--- src/rtl/hazard_issue_stage.sv ---
// Fetch/issue stage: walks the instruction memory, checks each fetch against recently issued
// destinations and inserts noop bubbles until a RAW producer has left the hazard window.
module hazard_issue_stage #(
    parameter int IMEM_DEPTH = 8,
    parameter int ADDR_W     = $clog2(IMEM_DEPTH),
    parameter int HAZ_WINDOW = 2
) (
    input  logic              clk,
    input  logic              reset,
    input  logic              start,
    output logic [ADDR_W-1:0] imem_addr,
    input  logic [7:0]        imem_data,
    input  logic              id_ready,
    output logic              id_valid,
    output logic [7:0]        id_instr,
    output logic              bubble,
    output logic [7:0]        stall_cnt,
    output logic              done
);

    typedef enum logic [1:0] {
        ST_IDLE = 2'd0,
        ST_RUN  = 2'd1,
        ST_DONE = 2'd2
    } state_t;

    localparam logic [ADDR_W-1:0] LAST_PC = ADDR_W'(IMEM_DEPTH - 1);

    state_t            state_r;
    state_t            state_next_s;
    logic [ADDR_W-1:0] pc_r;
    logic              hist_valid_r [HAZ_WINDOW];
    logic [2:0]        hist_dest_r  [HAZ_WINDOW];
    logic              hazard_s;
    logic              id_valid_r;
    logic [7:0]        id_instr_r;
    logic              bubble_r;
    logic [7:0]        stall_cnt_r;
    logic              done_r;
    logic [ADDR_W-1:0] imem_addr_s;

    // lw reads rs; add and sw read rs and rd; r0 never creates a dependency
    function automatic logic reads_reg(input logic [7:0] instr, input logic [2:0] r);
        logic hit;
        hit = 1'b0;
        case (instr[7:6])
            2'b11:        hit = (instr[5:3] == r);
            2'b01, 2'b10: hit = (instr[5:3] == r) || (instr[2:0] == r);
            default:      hit = 1'b0;
        endcase
        return hit && (r != 3'b000);
    endfunction

    function automatic logic writes_reg(input logic [7:0] instr);
        return ((instr[7:6] == 2'b11) || (instr[7:6] == 2'b01)) && (instr[2:0] != 3'b000);
    endfunction

    // RAW check of the fetched instruction against every valid history slot
    always_comb begin
        hazard_s = 1'b0;
        for (int i = 0; i < HAZ_WINDOW; i++) begin
            hazard_s = hazard_s | (hist_valid_r[i] & reads_reg(imem_data, hist_dest_r[i]));
        end
    end

    // FSM state register
    always_ff @(posedge clk or posedge reset) begin
        if (reset) begin
            state_r <= ST_IDLE;
        end else begin
            state_r <= state_next_s;
        end
    end

    // FSM next-state logic; a low id_ready freezes everything, including start
    always_comb begin
        state_next_s = state_r;
        if (!id_ready) begin
            state_next_s = state_r;
        end else begin
            case (state_r)
                ST_IDLE: begin
                    if (start) state_next_s = ST_RUN;
                    else       state_next_s = ST_IDLE;
                end
                ST_RUN: begin
                    if (!hazard_s && (pc_r == LAST_PC)) state_next_s = ST_DONE;
                    else                                 state_next_s = ST_RUN;
                end
                ST_DONE: begin
                    if (start) state_next_s = ST_RUN;
                    else       state_next_s = ST_DONE;
                end
                default: state_next_s = ST_IDLE;
            endcase
        end
    end

    // FSM output logic: fetch address
    always_comb begin
        imem_addr_s = '0;
        case (state_r)
            ST_IDLE:          imem_addr_s = '0;
            ST_RUN, ST_DONE:  imem_addr_s = pc_r;
            default:          imem_addr_s = '0;
        endcase
    end

    // Issue datapath: PC, hazard history, registered ID outputs and stall counter
    always_ff @(posedge clk or posedge reset) begin
        if (reset) begin
            pc_r        <= '0;
            id_valid_r  <= 1'b0;
            id_instr_r  <= 8'h00;
            bubble_r    <= 1'b0;
            stall_cnt_r <= 8'h00;
            done_r      <= 1'b0;
            for (int i = 0; i < HAZ_WINDOW; i++) begin
                hist_valid_r[i] <= 1'b0;
                hist_dest_r[i]  <= 3'b000;
            end
        end else if (id_ready) begin
            case (state_r)
                ST_IDLE, ST_DONE: begin
                    id_valid_r <= 1'b0;
                    if (start) begin
                        pc_r        <= '0;
                        bubble_r    <= 1'b0;
                        stall_cnt_r <= 8'h00;
                        done_r      <= 1'b0;
                        for (int i = 0; i < HAZ_WINDOW; i++) begin
                            hist_valid_r[i] <= 1'b0;
                            hist_dest_r[i]  <= 3'b000;
                        end
                    end else begin
                        pc_r <= pc_r;
                    end
                end
                ST_RUN: begin
                    id_valid_r <= 1'b1;
                    for (int i = HAZ_WINDOW - 1; i > 0; i--) begin
                        hist_valid_r[i] <= hist_valid_r[i-1];
                        hist_dest_r[i]  <= hist_dest_r[i-1];
                    end
                    if (hazard_s) begin
                        id_instr_r      <= 8'h00;
                        bubble_r        <= 1'b1;
                        hist_valid_r[0] <= 1'b0;
                        hist_dest_r[0]  <= 3'b000;
                        if (stall_cnt_r != 8'hFF) stall_cnt_r <= stall_cnt_r + 8'h01;
                        else                      stall_cnt_r <= stall_cnt_r;
                    end else begin
                        id_instr_r      <= imem_data;
                        bubble_r        <= 1'b0;
                        hist_valid_r[0] <= writes_reg(imem_data);
                        hist_dest_r[0]  <= imem_data[2:0];
                        if (pc_r == LAST_PC) begin
                            done_r <= 1'b1;
                        end else begin
                            pc_r <= pc_r + ADDR_W'(1'b1);
                        end
                    end
                end
                default: begin
                    id_valid_r <= 1'b0;
                end
            endcase
        end else begin
            pc_r <= pc_r;
        end
    end

    assign imem_addr = imem_addr_s;
    assign id_valid  = id_valid_r;
    assign id_instr  = id_instr_r;
    assign bubble    = bubble_r;
    assign stall_cnt = stall_cnt_r;
    assign done      = done_r;

endmodule

--- config.mk ---
export PLATFORM = sky130hd
export DESIGN_NAME = hazard_issue_stage
export DESIGN_NICKNAME = d
export VERILOG_FILES = /design/src/rtl/hazard_issue_stage.sv
export SDC_FILE = /design/constraint.sdc
export NUM_CORES = 1
export LEC_CHECK = 0
export CORE_ASPECT_RATIO = 0.6
export CORE_MARGIN = 2
export CORE_UTILIZATION = 25
export CTS_CLUSTER_DIAMETER = 150
export DETAILED_ROUTE_END_ITERATION = 10
export DONT_BUFFER_PORTS = 1
export PLACE_DENSITY_LB_ADDON = 0.12
export SLEW_MARGIN = 10
export SYNTH_ARGS = -nofsm -noshare
export SYNTH_HDL_FRONTEND = slang
export SYNTH_SLANG_ARGS = --single-unit
--- constraint.sdc ---
create_clock -name clk -period 2.5 [get_ports clk]
set_clock_uncertainty 0.05 [all_clocks]
set_input_delay 0.25 -clock clk [delete_from_list [all_inputs] [get_ports clk]]
set_output_delay 0.25 -clock clk [all_outputs]
set_load 0.005 [all_outputs]
Yosys cells after proc, flatten, opt, wreduce, memory -nomap -nowiden
Cells that the tools add are included.
{ "word_totals": {"wordCells": 83, "input_bits": 12, "latch_bits": 0, "memories": 0, "register_bits": 32, "ram_bits": 0, "rom_bits": 0, "out_inout_bits": 22} }
{ "op_classes": {"add_sub_neg": 2, "bitwise_logic": 3, "shift": 0, "muxes": 29, "eq_ne": 17, "div_mod_pow": 0, "mul": 0, "n_reduce_logical": 21, "order_cmp": 0} }
{ "op_table": {"columns": ["op", "n"], "rows": [
  ["8-bit two-way mux", 4],
  ["8-bit one-hot mux with 2 select lines", 1],
  ["3-bit two-way mux", 5],
  ["5-bit AND reduction", 3],
  ["3-bit == test", 4],
  ["2-bit inequality test (second input constant)", 6],
  ["6-bit one-hot mux with 2 select lines", 1],
  ["3-bit nonzero test", 3],
  ["8-bit by 1-bit adder with 8-bit output (second input constant)", 1],
  ["8-bit inequality test (second input constant)", 1],
  ["1-bit one-hot mux with 2 select lines", 4],
  ["1-bit two-way mux", 7],
  ["2-bit == test (second input constant)", 3],
  ["2-bit two-way mux", 3],
  ["6-bit two-way mux", 1],
  ["2-bit one-hot mux with 3 select lines", 1],
  ["3-bit one-hot mux with 2 select lines", 1],
  ["2-bit OR reduction", 3],
  ["2-bit by 1-bit == test with 1-bit output (second input constant)", 2],
  ["1-bit logical AND", 4],
  ["2-bit one-hot mux with 2 select lines", 1],
  ["3-bit by 1-bit adder with 3-bit output (second input constant)", 1],
  ["3-bit == test (second input constant)", 1],
  ["1-bit logical OR", 3],
  ["other kinds (7)", 8]
]} }

Logic depth before layout (Yosys ltp)
{ "logic_depth": {"ltp_word": 10, "depth_mapped": 8, "ltp_nobuf": 7} }

Least setup slack after synthesis
OpenSTA, ideal clock, no wires.
{ "synth_path": {"kind": "input to register", "from": "input port imem_data[7]", "to": "register stall_cnt_r[3] (netlist: stall_cnt[3])", "arrival_time_ns": 1.995, "slack_ns": 0.376, "stages": 7, "n_path_buf": 0, "cell_sequence": "inv_1 -> ha_1 -> nor2_1 -> or4_4 -> a2111o_1 -> a21oi_1 -> mux2i_1"} }
{ "synth_via": {"elab_chain_len": 8} }
{ "synth_lines": {"columns": ["item", "line_no", "source"], "rows": [
  ["from (decl)", "12", "input logic [7:0] imem_data,"],
  ["2-bit by 1-bit == test with 1-bit output / 2-bit == test (equally long branches)", "46", "case (instr[7:6])"],
  ["2-bit OR reduction", "46", null],
  ["1-bit one-hot mux with 2 select lines", "46", null],
  ["1-bit logical AND", "51", "return hit && (r != 3'b000);"],
  ["1-bit bitwise AND", "62", "hazard_s = hazard_s | (hist_valid_r[i] & reads_reg(imem_data, hist_dest_r[i]));"],
  ["1-bit bitwise OR (*)", "62", null],
  ["2-bit inequality test (no source line) (*)", null, null],
  ["5-bit AND reduction (no source line) (*)", null, null],
  ["to (signal assigned)", "150", "if (stall_cnt_r != 8'hFF) stall_cnt_r <= stall_cnt_r + 8'h01;"],
  ["to (signal assigned)", "151", "else stall_cnt_r <= stall_cnt_r;"],
  ["to (decl)", "38", "logic [7:0] stall_cnt_r;"]
]} }
Every way passes the cells marked *; elsewhere a longest branch is shown, timed or not.
A chain may end at the register's enable or synchronous reset.

Worst setup path after layout
{ "layout_path": {"from": "register hist_dest_r[5] (netlist name)", "to": "register stall_cnt_r[5] (netlist: stall_cnt[5])"} }
{ "layout_via": {"elab_chain_len": 8} }
{ "layout_lines": {"columns": ["item", "line_no", "source"], "rows": [
  ["from (decl)", "33", "logic [2:0] hist_dest_r [HAZ_WINDOW];"],
  ["from (signal, indexed assignment)", "143", "hist_dest_r[i] <= hist_dest_r[i-1];"],
  ["3-bit == test, on equally long branches", "47, 48", null],
  ["1-bit logical OR", "48", "2'b01, 2'b10: hit = (instr[5:3] == r) || (instr[2:0] == r);"],
  ["1-bit one-hot mux with 2 select lines", "46", null],
  ["1-bit logical AND (*)", "51", null],
  ["1-bit bitwise AND (*)", "62", null],
  ["1-bit bitwise OR (*)", "62", null],
  ["2-bit inequality test (no source line) (*)", null, null],
  ["5-bit AND reduction (no source line) (*)", null, null]
]} }
Marks and branches as above.

==> metrics <==
GRT Total Usage 0.134; Critical Path Source Type register; crit-path cells xor2_1 -> or4_4 -> a2111o_1 -> a21oi_1 -> mux2i_1; reg2reg path depth 5; starting density of the core 0.264; post-route minimum period 2270 ps; Cell variety after synth 37; crit-path max FO 7; clk_lat worst skew 280 ps; Layout area overhead 16.5%; Fin. Hold Viols 0; cell count after placement about 320; Clk pwr share 0.349; Worst Path Arrival 2420 ps; share of flip-flops with an asynchronous set or reset 1.00; placed wire-length estimate ~3700 µm; remaining antenna violation count after routing 0; internal power roughly 1300 µW; fmax ~440 MHz; syn nets 240; sw frac 0.336; synthesized instance count about 220; RR Startpoint hist_dest_r[5]; Slowest-stage cell, CP or4_4; Final TNS setup 0 ps; Max transition margin 0.642; vias in the first global route between 1500 and 2000; Die X around 120 µm; htree depth 2; Clock Sink Count 32; fin cells between 300 and 400; drt initial violations slightly above 100; RR Endpoint stall_cnt[5]; WL final slightly above 5000 µm; Reg2Reg Setup Slack 230 ps; grt met1 use 0.195; diode count 0; # DRC 0; Core ar. about 0.0074 mm²; Die Ht around 73 µm; Tightest Pin Transition between 500 and 600 ps; Max-Cap Viols 0; YS warnings 0; number of flops mapped to enable cells by yosys 0; final setup fails 0; Net Switching 673 µW; Final nets between 200 and 250; gpl congestion between 0.7 and 0.8; Hold Crit Class in -> reg; fin crit share 0.908; share of layout cells above drive strength 1 0.0841; GRT busiest layer met1; initial antenna violation count 0; run status finished, final reports clean; Final Max Slew Viols 0; Hold WS around 26 ps; Core Rows 24; #FFs+latches synth 32; WL per Instance between 15 and 20 µm; via count 1600; Critical Path Max Stage Delay approximately 540 ps; Inserted Clock Buffers 5; Root Driver clkbuf_16; CTS clock-pin slew for the worst setup and hold paths 60 ps; total gr overflow 0; first-pass GRT wire length 9120 µm; sequential area share after synthesis 0.409; Worst Setup End Kind register; Hold EP state_r[1]; Pre-antenna DRT Iters 4; hold buffer count at CTS 1; Worst Path Required approximately 2700 ps; power per cell area 878 mW/mm²; Power, Total approximately 2000 µW; most common flop cell mapped by yosys dfrtp_1; met3 GRT Util 0.0393; sequential share of power 0.405; PortBufs 0; post-layout util 0.308; Top Ports 34; met2 Use GR 0.193; worst setup path class reg -> reg; Gate power share 0.246; post_cts resized 0; die area between 0.008 and 0.009 mm²; Clock Path Buffers 2; hold_sp id_ready; Hold Path Depth 1; CTS tree done; syn_area_per_cell about 9.0 µm²; largest net degree at the start of global routing 33; postcts setup bufs 0; static leakage about 0.00098 µW; post-DR vias/cell about 4.8; VDD IR max 0.329 mV; Mapped Area slightly below 0.002 mm²; RSZ-0062 raised after global routing no
[Yosys cell counts (4+ instances only)]
cell | number | area [µm²]
and2_1 | 6 | 37.5
mux2i_1 | 7 | 70.1
o31ai_1 | 4 | 30.0
dfrtp_1 | 32 | 801
nand2_1 | 41 | 154
xnor2_1 | 6 | 52.6
nand3_1 | 6 | 30.0
a21oi_1 | 7 | 35.0
nand2b_1 | 10 | 62.6
inv_1 | 11 | 41.3
o211ai_1 | 4 | 30.0
nor2_1 | 6 | 22.5
clkbuf_1 | 6 | 22.5
xor2_1 | 6 | 52.6
o21ai_0 | 14 | 70.1
nand4_1 | 9 | 56.3
ha_1 | 10 | 125
[power groups by stage]
stage / logic, µW / clock network [µW] / registers, µW
after global routing: 575 / 749 / 836
after global placement: 501 / 0 / 825
after floorplan: 378 / 0 / 766
after CTS: 498 / 721 / 813
final: 493 / 699 / 811
after detailed placement: 492 / 0 / 820
[placed cells by master (no fill, tap or decap), types with 3 or more instances in the layout]
cell type,instances
a21o_1,3
a21oi_1,7
and2_1,6
buf_4,7
clkbuf_16,5
dfrtp_1,32
ha_1,10
inv_1,11
mux2i_1,7
nand2_1,41
nand2b_1,10
nand3_1,6
nand4_1,9
nor2_1,6
o211ai_1,4
o21ai_0,14
o21ai_1,3
o31ai_1,4
xnor2_1,6
xor2_1,6
[layout make-up]
type	instances	area [µm²]
multi-input cells	167	1080
well taps	104	130
inverters	11	41.3
clock inverters	2	35.0
clock buffers	6	129
repair buffers	8	62.6
flip-flops and latches	32	801
fillers	771	5130
[worst max-delay path by stage]
| stage | start | end | slack (ps) | cells after the start |
|---|---|---|---|---|
| 3_5_place_dp | imem_data[7] | stall_cnt[5] | 160 | 7 |
| 4_1_cts | hist_dest_r[5] | stall_cnt[5] | 220 | 5 |
| 3_3_place_gp | imem_data[7] | stall_cnt[5] | 230 | 7 |
| 5_1_grt | hist_dest_r[5] | stall_cnt[7] | 120 | 5 |
| 6_report | hist_dest_r[5] | stall_cnt[5] | 230 | 5 |
| 2_1_floorplan | imem_data[7] | stall_cnt[3] | 380 | 7 |
[layer usage]
| metal | vias up | routed length (µm) |
|---|---|---|
| met1 | 769 | 2720 |
| met2 | 33 | 2140 |
| met4 | 0 | 15 |
| met5 | - | 0 |
| li1 | 796 | - |
| met3 | 2 | 303 |
[worst max-delay path: cells and delay by family (launching register included)]
| family | cells | cell delay (ps) |
|---|---|---|
| AOI/OAI and AO/OA | 2 | 740 |
| muxes | 1 | 230 |
| DFF | 1 | 440 |
| and+or+nand+nor | 1 | 540 |
| xor gates and xnor gates | 1 | 190 |
[cells by family after synthesis]
group | synth area share
simple gates | 0.231
xor+xnor | 0.0537
flops | 0.409
compound gates | 0.169
fa+ha+maj | 0.0639
mux | 0.0358
buf+inv | 0.0377
[sequential cells by signal (all words and copies together), names as in the netlist]
signal / count
pc_r: 3
bubble: 1
state_r: 2
id_instr: 8
hist_dest_r: 6
stall_cnt: 8
hist_valid_r: 2
id_valid: 1
done: 1
[through the flow]
step | setup slack, ps | cell area, µm²
floorplan | 376 | 1960
global placement | 232 | 2110
detailed placement | 155 | 2110
CTS | 223 | 2280
global route | 123 | 2280
finish | 230 | 2280
Note: power is estimated with default switching activity, not from simulation.
